`src/rtl/pc_ctrl.sv`:
```
// Program counter controller: sequential fetch, branch redirect, stall,
// and a two-state exception level with exception entry / return.
module pc_ctrl #(
    parameter int unsigned             WIDTH      = 32,
    parameter logic [WIDTH-1:0]        RESET_VEC  = 'h0000_3000,
    parameter logic [WIDTH-1:0]        EXC_VEC    = 'h0000_4180,
    parameter int unsigned             STEP       = 4,
    parameter int unsigned             ALIGN_BITS = 2
) (
    input  logic             clk,
    input  logic             reset,
    input  logic             stall,
    input  logic             br_taken,
    input  logic [WIDTH-1:0] br_target,
    input  logic             exc_req,
    input  logic [WIDTH-1:0] exc_pc,
    input  logic             eret,
    output logic [WIDTH-1:0] pc,
    output logic [WIDTH-1:0] pc_plus,
    output logic [WIDTH-1:0] epc,
    output logic             exl,
    output logic             misaligned
);

    typedef enum logic {
        NORM = 1'b0,
        EXC  = 1'b1
    } state_t;

    // Initialisers give the reset values at power-up, before any reset edge.
    state_t           r_state = NORM;
    logic [WIDTH-1:0] r_pc    = RESET_VEC;
    logic [WIDTH-1:0] r_epc   = '0;
    logic [WIDTH-1:0] w_pc_plus;

    assign w_pc_plus  = r_pc + WIDTH'(STEP);
    assign pc         = r_pc;
    assign pc_plus    = w_pc_plus;
    assign epc        = r_epc;
    assign exl        = (r_state == EXC);
    assign misaligned = |r_pc[ALIGN_BITS-1:0];

    always_ff @(posedge clk) begin
        if (reset) begin
            r_pc    <= RESET_VEC;
            r_epc   <= '0;
            r_state <= NORM;
        end else if (exc_req) begin
            // Nested exceptions keep the original return address.
            r_pc    <= EXC_VEC;
            r_state <= EXC;
            if (r_state == NORM) begin
                r_epc <= exc_pc;
            end
        end else if (eret && (r_state == EXC)) begin
            r_pc    <= r_epc;
            r_state <= NORM;
        end else if (stall) begin
            r_pc    <= r_pc;
        end else if (br_taken) begin
            r_pc    <= br_target;
        end else begin
            r_pc    <= w_pc_plus;
        end
    end

endmodule
```
`config.mk`:
```
export PLATFORM = sky130hd
export DESIGN_NAME = pc_ctrl
export DESIGN_NICKNAME = d
export VERILOG_FILES = /design/src/rtl/pc_ctrl.sv
export SDC_FILE = /design/constraint.sdc
export NUM_CORES = 1
export LEC_CHECK = 0
export CORE_MARGIN = 2
export CORE_UTILIZATION = 40
export DETAILED_ROUTE_END_ITERATION = 8
export DONT_BUFFER_PORTS = 1
export GPL_TIMING_DRIVEN = 0
export PLACE_DENSITY_LB_ADDON = 0.05
export SYNTH_ARGS = -nofsm -noshare
export SYNTH_HDL_FRONTEND = slang
export SYNTH_SLANG_ARGS = --single-unit
```
`constraint.sdc`:
```
create_clock -name clk -period 2.39 [get_ports clk]
set_clock_uncertainty 0.1 [all_clocks]
set_input_delay 0.478 -clock clk [delete_from_list [all_inputs] [get_ports clk]]
set_output_delay 0.478 -clock clk [all_outputs]
set_load 0.01 [all_outputs]
```
==> impl_metrics.csv <==
group,metric,value,unit
outcome,status,"complete, but fails checks",
outcome,violations,"setup timing",
sta,fin_crit,2.60,ns
clock_network,clk_pin_slew_worst_paths,0.08,ns
floorplan,die_x,99.0,um
floorplan,die_h,99.0,um
power,static-leakage-power,1.63,nW
sta,rsz0062_at_grt,"true",
finish,diodes,0,
routing,vias,3751,
synth,synth_area_leaders,"dfxtp_1 (36%), nand2_1 (14%), a21oi_1 (6.1%)",
setup_path,crit_path_cell_trace,"nand4_4 > nor4_4 > buf_6 > nand4b_1 > xnor2_2",
setup_path,criticalPathCategory,"register to output pin",
global_routing,grt_pass1_vias,3608,
setup_path,start_kind,"register",
synth,synth_top_area_cell,"dfxtp_1",
floorplan,ios,168,
clock_network,cts_made_buffers,9,
power,vdd_drop_max,314,uV
finish,fin_nets,590,
sta,hold_ws,0.155,ns
sta,clock.fmax,0.385,GHz
placement,io_buffers,0,
global_routing,overflow,0,
sta,slew_headroom,56.7,%
routing,wire_per_inst,21.1,um
global_routing,grt_max_degree,12,
synth,synth_warnings,0,
clock_network,cts_tree,"yes",
placement,place_congestion,0.888,
synth,synth_top_area_share,36.1,%
synth,yosysSeqAreaShare,36.1,%
clock_network,cts-htree-levels,3,
routing,viasPerCell,5.94,
routing,dr.pass1.iters,5,
sta,hold_violations,0,
floorplan,dieArea,0.00980,mm^2
sta,worst_slack,-0.208,ns
clock_network,holdBufCountCts,0,
synth,avgSynthCellArea,7.32,um^2
setup_path,worstPathRequired,1.81,ns
routing,drcViolationCount,0,
finish,layout_commonest_cell,"nand2_1",
synth,synth_ff_type,"dfxtp_1",
setup_path,startpoint,"pc[5]",
clock_network,clock_latency,0.35,ns
finish,layout.cells.most_common_list,"nand2_1 (129), a21oi_1 (44), dfxtp_1 (44)",
synth,synth_nets,564,
synth,synth_edf_count,0,
sta,worst_pin_slew,0.649,ns
setup_path,cp_slowest_cell,"dfxtp_4",
floorplan,start_util,41.4,%
global_routing,grt_util_all_layers,26.9,%
global_routing,grt_pass1_wl,20400,um
sta,finalSetupTns,-1.94,ns
routing,drtIter0Drc,209,
run,drv_cap,0,
synth,ys_seq_elements,65,
setup_path,worstPathArrival,2.02,ns
clock_network,clock_path_buffers,2,
worst_hold_path,hold_class,"primary input to register",
synth,synth_cells,493,
routing,ant_nets,0,
floorplan,rows,34,
finish,drive_above_1_share,20.8,%
synth,syn_area,0.00361,mm^2
placement,dp_hpwl,9740,um
worst_hold_path,min_from,"exc_pc[18]",
sta,setup_viol,17,
synth,ys_types,44,
setup_path,worst_path_largest_cell_delay,0.43,ns
setup_path,crit_family,"simple AND/OR/NAND/NOR gates",
synth,synthArstFlopShare,0,%
sta,slew_viol_final,0,
routing,wirelength,13300,um
clock_network,cts-root-buf,"clkbuf_8",
setup_path,r2r_start,"exl",
global_routing,antenna_found_initial,0,
setup_path,cp-end-kind,"output pin",
power,power.density,591,mW/mm^2
floorplan,core_area,0.00872,mm^2
sta,finalCritPeriodShare,109,%
setup_path,worstPathMaxFanout,8,
clock_network,cts.sinks,65,
finish,area_delta_synth_final,21.7,%
setup_path,path_buf_inv,1,
[through the flow]
step           setup WS, ns  power, mW  std cells  instance area, um^2  utilization (%)
2_1_floorplan         0.156       1.50        493                 3610                -
3_3_place_gp         -0.180       1.60        601                 3740             42.9
3_5_place_dp         -0.226       1.60        601                 3740             42.9
4_1_cts              -0.194       2.61        626                 4270             49.0
5_1_grt              -0.281       2.71        632                 4390             50.4
6_report             -0.208       2.60        632                 4390             50.4
[synth_stat cells (3+ instances only)]
library cell,n
clkbuf_1,27
xnor2_1,21
o22ai_1,4
a211oi_1,4
xor2_1,6
inv_1,9
a21oi_1,44
clkbuf_8,3
and2_1,3
nand2_1,130
a31o_2,10
nand3_1,15
dfxtp_1,65
nand4_1,9
nor3_1,8
and3_1,3
o21ai_0,30
nand2b_1,3
buf_4,3
o211ai_1,28
nor2_1,35
[cell families after synthesis]
| logic type | share of synthesized area, % |
|---|---|
| compound gates | 22.3 |
| xor+xnor | 6.55 |
| fa+ha+maj | 0.347 |
| buf+inv | 5.96 |
| flops | 36.1 |
| mux | 0.555 |
| simple gates | 28.2 |
[area by class of cell]
class                   count  area, um^2
fillers                   870        4330
multi-input cells         384        2350
flip-flops and latches     65        1360
plain buffers              36         196
clock buffers              12         155
well taps                 108         135
repair buffers             14         110
clock inverters             4        51.3
inverters                   9        37.5
[sequential cells by signal, indices dropped and copies added, names as in the netlist, named ones only]
register and flops:
exl 1, epc 32, pc 30
[worst paths after layout]
| path | slack (ns) | endpoint | cells after the start |
|---|---|---|---|
| setup reg to reg | 0.19 | pc[6] | 6 |
| setup / recovery | -0.21 | pc_plus[30] | 5 |
| hold / removal | 0.15 | epc[18] | 2 |
| hold reg to reg | 0.42 | epc[2] | 2 |
[repair_timing]
action                                  CTS  global route
pin swaps                                11            13
buffers inserted                          8             5
endpoints found under the setup margin   27            19
cloned                                    1             1
gates resized for setup                  61            20
[metal layers]
metal,part of all wire (%),vias to the layer above,track usage (%)
met1,41,1746,35.1
li1,-,1773,-
met2,46,205,41.9
met3,10,27,9.15
met4,2.2,0,8.54
met5,0,-,0
[power by group]
group,switching [mW],internal [mW],leakage [nW]
clock,0.450,0.540,0.103
combinational,0.220,0.129,0.986
sequential,0.118,1.14,0.544
total,0.788,1.81,1.63
(Power assumes the default switching activity.)
